### config.mk
export PLATFORM = sky130hd
export DESIGN_NAME = alu_serial_driver
export DESIGN_NICKNAME = d
export VERILOG_FILES = /design/src/rtl/alu_serial_driver_pkg.sv /design/src/rtl/alu_serial_driver.sv
export SDC_FILE = /design/constraint.sdc
export NUM_CORES = 1
export LEC_CHECK = 0
export ABC_AREA = 1
export BUFFER_PORTS_ARGS = -buffer_cell sky130_fd_sc_hd__buf_2
export CAP_MARGIN = 20
export CORE_MARGIN = 2
export CORE_UTILIZATION = 35
export CTS_CLUSTER_DIAMETER = 100
export DETAILED_ROUTE_END_ITERATION = 7
export SYNTH_ARGS = -nofsm -noshare
export SYNTH_HDL_FRONTEND = slang
export SYNTH_SLANG_ARGS = --single-unit
### constraint.sdc
create_clock -name clk -period 1.6 [get_ports clk]
set_clock_uncertainty 0.15 [all_clocks]
set_input_delay 0.32 -clock clk [delete_from_list [all_inputs] [get_ports clk]]
set_output_delay 0.32 -clock clk [all_outputs]
set_load 0.01 [all_outputs]
### src/rtl/alu_serial_driver_pkg.sv
// Shared opcode and FSM-state definitions for the bit-serial ALU slice driver.
`default_nettype none

package alu_serial_driver_pkg;

  localparam logic [1:0] ALU_AND = 2'b00;
  localparam logic [1:0] ALU_OR  = 2'b01;
  localparam logic [1:0] ALU_XOR = 2'b10;
  localparam logic [1:0] ALU_ADD = 2'b11;

  typedef enum logic [1:0] {
    ST_IDLE = 2'd0,
    ST_RUN  = 2'd1,
    ST_DONE = 2'd2
  } state_e;

endpackage

`default_nettype wire

### src/rtl/alu_serial_driver.sv
// Drives an external 1-bit ALU slice LSB-first over WIDTH cycles, carries between
// bits and returns the assembled result over a valid/ready response port.
`default_nettype none

module alu_serial_driver
  import alu_serial_driver_pkg::*;
#(
  parameter  int WIDTH = 8,
  localparam int CNT_W = $clog2(WIDTH)
) (
  input  logic             clk,
  input  logic             rst_n,
  input  logic             cmd_valid,
  output logic             cmd_ready,
  input  logic [1:0]       cmd_op,
  input  logic [WIDTH-1:0] cmd_a,
  input  logic [WIDTH-1:0] cmd_b,
  output logic [1:0]       alu_op,
  output logic             alu_a,
  output logic             alu_b,
  output logic             alu_cin,
  input  logic             alu_out,
  input  logic             alu_cout,
  output logic             rsp_valid,
  input  logic             rsp_ready,
  output logic [WIDTH-1:0] rsp_result,
  output logic             rsp_carry
);

  state_e           state_q, state_d;
  logic [CNT_W-1:0] cnt_q, cnt_d;
  logic [1:0]       op_q, op_d;
  logic [WIDTH-1:0] a_q, a_d;
  logic [WIDTH-1:0] b_q, b_d;
  logic [WIDTH-1:0] res_q, res_d;
  logic             carry_q, carry_d;

  always_ff @(posedge clk) begin
    if (!rst_n) begin
      state_q <= ST_IDLE;
      cnt_q   <= '0;
      op_q    <= '0;
      a_q     <= '0;
      b_q     <= '0;
      res_q   <= '0;
      carry_q <= 1'b0;
    end else begin
      state_q <= state_d;
      cnt_q   <= cnt_d;
      op_q    <= op_d;
      a_q     <= a_d;
      b_q     <= b_d;
      res_q   <= res_d;
      carry_q <= carry_d;
    end
  end

  // Operands shift right each RUN cycle so the current bit is always at [0].
  always_comb begin
    state_d = state_q;
    cnt_d   = cnt_q;
    op_d    = op_q;
    a_d     = a_q;
    b_d     = b_q;
    res_d   = res_q;
    carry_d = carry_q;
    unique case (state_q)
      ST_IDLE: begin
        if (cmd_valid) begin
          op_d    = cmd_op;
          a_d     = cmd_a;
          b_d     = cmd_b;
          carry_d = 1'b0;
          cnt_d   = '0;
          state_d = ST_RUN;
        end
      end
      ST_RUN: begin
        res_d = {alu_out, res_q[WIDTH-1:1]};
        a_d   = {1'b0, a_q[WIDTH-1:1]};
        b_d   = {1'b0, b_q[WIDTH-1:1]};
        if (op_q == ALU_ADD) carry_d = alu_cout;
        if (cnt_q == CNT_W'(WIDTH - 1)) begin
          cnt_d   = '0;
          state_d = ST_DONE;
        end else begin
          cnt_d = cnt_q + CNT_W'(1);
        end
      end
      ST_DONE: begin
        if (rsp_ready) state_d = ST_IDLE;
      end
      default: state_d = ST_IDLE;
    endcase
  end

  // The slice is held quiet outside RUN.
  always_comb begin
    cmd_ready  = (state_q == ST_IDLE);
    rsp_valid  = (state_q == ST_DONE);
    rsp_result = res_q;
    rsp_carry  = carry_q;
    alu_op     = 2'b00;
    alu_a      = 1'b0;
    alu_b      = 1'b0;
    alu_cin    = 1'b0;
    if (state_q == ST_RUN) begin
      alu_op  = op_q;
      alu_a   = a_q[0];
      alu_b   = b_q[0];
      alu_cin = (op_q == ALU_ADD) ? carry_q : 1'b0;
    end
  end

endmodule

`default_nettype wire

After elaboration in Yosys (flattened, before gate mapping)

Cells that the tools add are included.

Add/sub/neg operators: 1
Equal/unequal tests: 8
Muxes and demuxes: 19
Reductions and logical operators: 6

Operators by type and width:

| operator                                                                | count |
|---|---|
| 8-bit case mux with 2 select lines                                      | 2 |
| 8-bit two-way mux                                                       | 2 |
| 2-bit two-way mux                                                       | 4 |
| 1-bit two-way mux                                                       | 6 |
| 3-bit two-way mux                                                       | 2 |
| 2-bit inequality test, second input constant                            | 3 |
| 2-bit case mux with 3 select lines                                      | 1 |
| 3-bit case mux with 2 select lines                                      | 1 |
| 3-bit AND reduction                                                     | 2 |
| 2-bit equality test, second input constant                              | 2 |
| 2-bit AND reduction                                                     | 2 |
| 3-bit by 1-bit adder with 3-bit output, second input constant           | 1 |
| 3-bit equality test, second input constant                              | 1 |
| 2-bit by 1-bit equality test with 1-bit output, second input constant   | 1 |
| 2-bit zero test                                                         | 1 |
| 2-bit by 1-bit inequality test with 1-bit output, second input constant | 1 |
| 1-bit case mux with 2 select lines                                      | 1 |
| 2-bit nonzero test                                                      | 1 |

Flip-flop bits (word level): 32
Input port bits: 24
Output and inout bits: 16
Word-level logic and storage cells: 41

Depth between registers and ports, before layout

Depth in word-level cells: 3
Gate-level depth with buffers: 7
Gate-level depth less buffers: 7

Least setup slack after synthesis

OpenSTA, ideal clock, no wires.

Path type: reg-to-output
Start point: register state_q[0]
End point: output port alu_a
Arrival: 881 ps
Required time: 1130 ps
Path slack: 249 ps
Cell stages (with the launch flop): 4
Path buffers: 1
Cells stage by stage: dfxtp_1 nand2_4 buf_2 nor2_1

Word-level cells in the longest chain between the ends: 2

RTL lines:

| element                                        | RTL line                 | source |
|---|---|---|
| start: declaration                             | alu_serial_driver.sv:30  | `state_e state_q, state_d;` |
| start signal: assignment                       | alu_serial_driver.sv:48  | `state_q <= state_d;` |
| 2-bit by 1-bit equality test with 1-bit output | alu_serial_driver.sv:107 | `if (state_q == ST_RUN) begin` |
| 1-bit two-way mux                              | alu_serial_driver.sv:107 |  |
| end: declaration                               | alu_serial_driver.sv:19  | `output logic alu_a,` |

Every way passes these cells.

Final worst setup path

Start point: register state_q[0]
End point: output port alu_cin

Word-level cells in the longest chain between the ends: 2

RTL lines:

| element                                        | RTL line                 | source |
|---|---|---|
| 2-bit by 1-bit equality test with 1-bit output | alu_serial_driver.sv:107 |  |
| 1-bit two-way mux                              | alu_serial_driver.sv:107 |  |
| end: declaration                               | alu_serial_driver.sv:21  | `output logic alu_cin,` |

Every way passes these cells.

==> key figures <==
Outcome
  – Status: finished clean

Critical path
  – Critical R2R Launch: state_q[0]
  – R2R setup slack: about 340 ps
  – Critical Path, Cell by Cell: nand4_1 -> nor2_1 -> buf_2
  – CP endpoint kind: output pin
  – Setup CP Type: reg2out
  – Slowest Stage Delay on Critical Path: between 400 and 500 ps
  – Crit path max-delay family: flip-flops
  – Worst Path Arrival: ~1100 ps
  – Crit-path max FO: 5
  – Critical Path Source: state_q[0]
  – Worst path required time: about 1100 ps
  – Crit start category: register
  – Crit path buffers/inverters: 1
  – Max stage delay cell, worst path: dfxtp_4

Power
  – Switch share: ~28%
  – PwrDens: between 900 and 1000 mW/mm²
  – Leakage power: ~0.93 nW
  – Pint: between 1 and 1.5 mW
  – Max IR drop VDD: between 0.0003 and 0.0004 V
  – Final Power: between 1.5 and 2 mW
  – Sequential Power Share: a little under half
  – Clock Power Share: approximately 34%
  – P_sw: about 0.53 mW
  – Comb power frac: a little under a fifth

Min path
  – Hold WC Path Type: in2reg
  – Worst hold start: cmd_b[7]

Finish
  – Area growth from synthesis to layout: 23.27%
  – Layout net count: between 200 and 300
  – Final instance area: between 0.0015 and 0.002 mm²
  – Fillers: between 400 and 500
  – Antenna diodes: 0
  – Share of cells above drive strength 1: 28.90%
  – Post-Layout Cell Count: 315

Placed design
  – HPWL after DPL: around 2200 µm
  – Dpl cells: just over 300
  – Placed inst area: about 0.0018 mm²
  – Port Buffer Count: 39
  – Final GP Congestion: roughly 0.72

Drt
  – Antenna Nets Post-Route: 0
  – Vias after detailed routing: 1,375
  – WL/cell: between 10 and 15 µm
  – Drt initial violations: 59
  – Drt first pass iters: 4
  – Vias per cell: about 4.4
  – Routed WL: roughly 3200 µm
  – DR DRC count: 0

Synthesis
  – Post-Syn Area: between 0.0015 and 0.002 mm²
  – Yosys reg bits: 32
  – Syn Area/Cell: around 7 µm²
  – Seq/Total Area, Yosys: 41.80%
  – Syn Inst Count: around 220
  – Number of distinct library cells after synthesis: 21
  – Ys Warns: 0
  – Syn nets: 245

Floorplan
  – Row count: 24
  – Core area: approximately 0.0043 mm²
  – IO Pins: 40
  – Die width: 70.18 µm
  – Starting Density: a little over a third
  – Die extent in y: ~70 µm
  – Die footprint: between 0.004 and 0.005 mm²

STA
  – Final-report max-slew violation count: 0
  – Rel. slew slack: slightly below 80%
  – Final hold vios: 0
  – Max Freq: 645.8 MHz
  – Worst-Margin Slew: roughly 330 ps
  – Final setup violation count: 0
  – Setup TNS: 0 ps
  – Fin crit period: about 1500 ps
  – Share of the cycle needed by the critical path after routing: a little over nine tenths

CTS
  – Worst skew pair latency: 280 ps
  – Clock-pin slew of the registers on the worst-case setup and hold paths: 70 ps
  – CTS tree: done
  – H-tree Lvls: 2
  – Hold Buf Count CTS: 0
  – CTS buffer count: 5
  – Worst-case clock buffer depth: 2
  – Root Buffer Master: clkbuf_8
  – Clock Sinks: 32

GRT
  – Grt total ovfl: 0
  – Largest net degree at the start of global routing: 34
  – Initial antenna violation count: 0
  – Vias in the first global route: 1,263
  – First-pass GRT wire length: 5526 µm
  – Total GRT Usage: between 10% and 20%

Run
  – Max-cap violations: 0
[cells in the mapped netlist, drive strengths merged]
| cell type | instances | area [µm²] |
|---|---|---|
| o21ai | 23 | 171.4 |
| nand4 | 1 | 6.260 |
| o21a | 1 | 7.510 |
| dfxtp | 32 | 640.6 |
| clkbuf | 2 | 7.510 |
| nor2 | 55 | 209.0 |
| nand2 | 61 | 239.0 |
| clkinv | 1 | 5.000 |
| a21oi | 9 | 48.80 |
| buf | 9 | 85.08 |
| nand3 | 1 | 5.000 |
| inv | 22 | 82.58 |
| ha | 2 | 25.02 |
[through the flow]
stage | worst slack, ps | hold WS (ps) | util [%]
finish | 51.49 | 144.5 | 44.00
global route | -7.358 | 156.0 | 44.00
CTS | 8.148 | 139.6 | 42.95
detailed placement | 191.7 | 304.8 | 40.76
global placement | 215.4 | 307.0 | 40.76
floorplan | 248.6 | 292.7 | -
[layout make-up]
| cell class | count | area (µm²) | area share (%) |
|---|---|---|---|
| Sequential cell | 32 | 645.6 | 34.17 |
| Clock buffer | 8 | 90.09 | 4.768 |
| Timing Repair Buffer | 47 | 267.8 | 14.17 |
| Tap cell | 52 | 65.06 | 3.444 |
| Multi-Input combinational cell | 153 | 730.7 | 38.68 |
| Inverter | 23 | 90.09 | 4.768 |
[path summary, 6_finish.rpt]
kind	to	depth (start not counted)
setup / recovery	alu_cin	3
setup reg to reg	rsp_carry	5
hold reg to reg	b_q[7]	2
hold / removal	b_q[7]	3
[layer usage]
metal  up-vias  share of wire (%)  track usage (%)
li1        749                  -                -
met1       603                 45            16.74
met2        18                 49            23.49
met3         5                3.7            4.329
met4         0                2.0            7.265
met5         -                  0                0
[power by group through the flow]
stage	logic, mW	clock network, mW	registers [mW]
2_1_floorplan	0.255	0	0.913
3_3_place_gp	0.346	0	0.907
3_5_place_dp	0.346	0	0.908
4_1_cts	0.349	0.662	0.891
5_1_grt	0.405	0.699	0.897
6_report	0.349	0.640	0.891
[cell families (layout without fill, tap and decap cells)]
| family | Yosys count | count (layout) | share of synthesized area, % |
|---|---|---|---|
| DFF | 32 | 32 | 41.80 |
| and+or+nand+nor | 118 | 118 | 29.96 |
| buffers and inverters | 34 | 78 | 11.75 |
| adders and majority gates | 2 | 2 | 1.632 |
| AOI/OAI and AO/OA | 33 | 33 | 14.86 |
[sequential cells by signal (all words and copies together), names as in the netlist]
name	cells
b_q	8
a_q	8
rsp_carry	1
op_q	2
cnt_q	3
state_q	2
rsp_result	8
[cell usage in the layout, fill, tap and decap left out]
cell	count
dfxtp_2	1
clkbuf_1	2
nand2_8	1
o21ai_0	10
nand3_1	1
inv_1	21
clkbuf_8	6
dfxtp_4	1
ha_1	2
o21ai_2	12
dfxtp_1	30
buf_4	7
o21a_1	1
nand2_2	1
nor2_4	1
a21oi_1	8
nand4_1	1
buf_12	1
nor2_1	52
a21oi_2	1
clkinv_2	1
buf_2	39
nand2_1	59
nor2_2	2
o21ai_4	1
inv_4	1
[worst register-to-register path, delay by kind of cell (launching register included)]
family / cells / cell delay, ps
buf+inv: 2 / 290
simple gates: 2 / 200
compound gates: 1 / 110
flops: 1 / 410
[timing repair]
item,in CTS,in global routing
pin swaps,0,2
setup endpoints to repair,5,5
gates resized for setup,3,6
setup buffers,0,3
No activity file was read; power rests on OpenSTA's default activity.
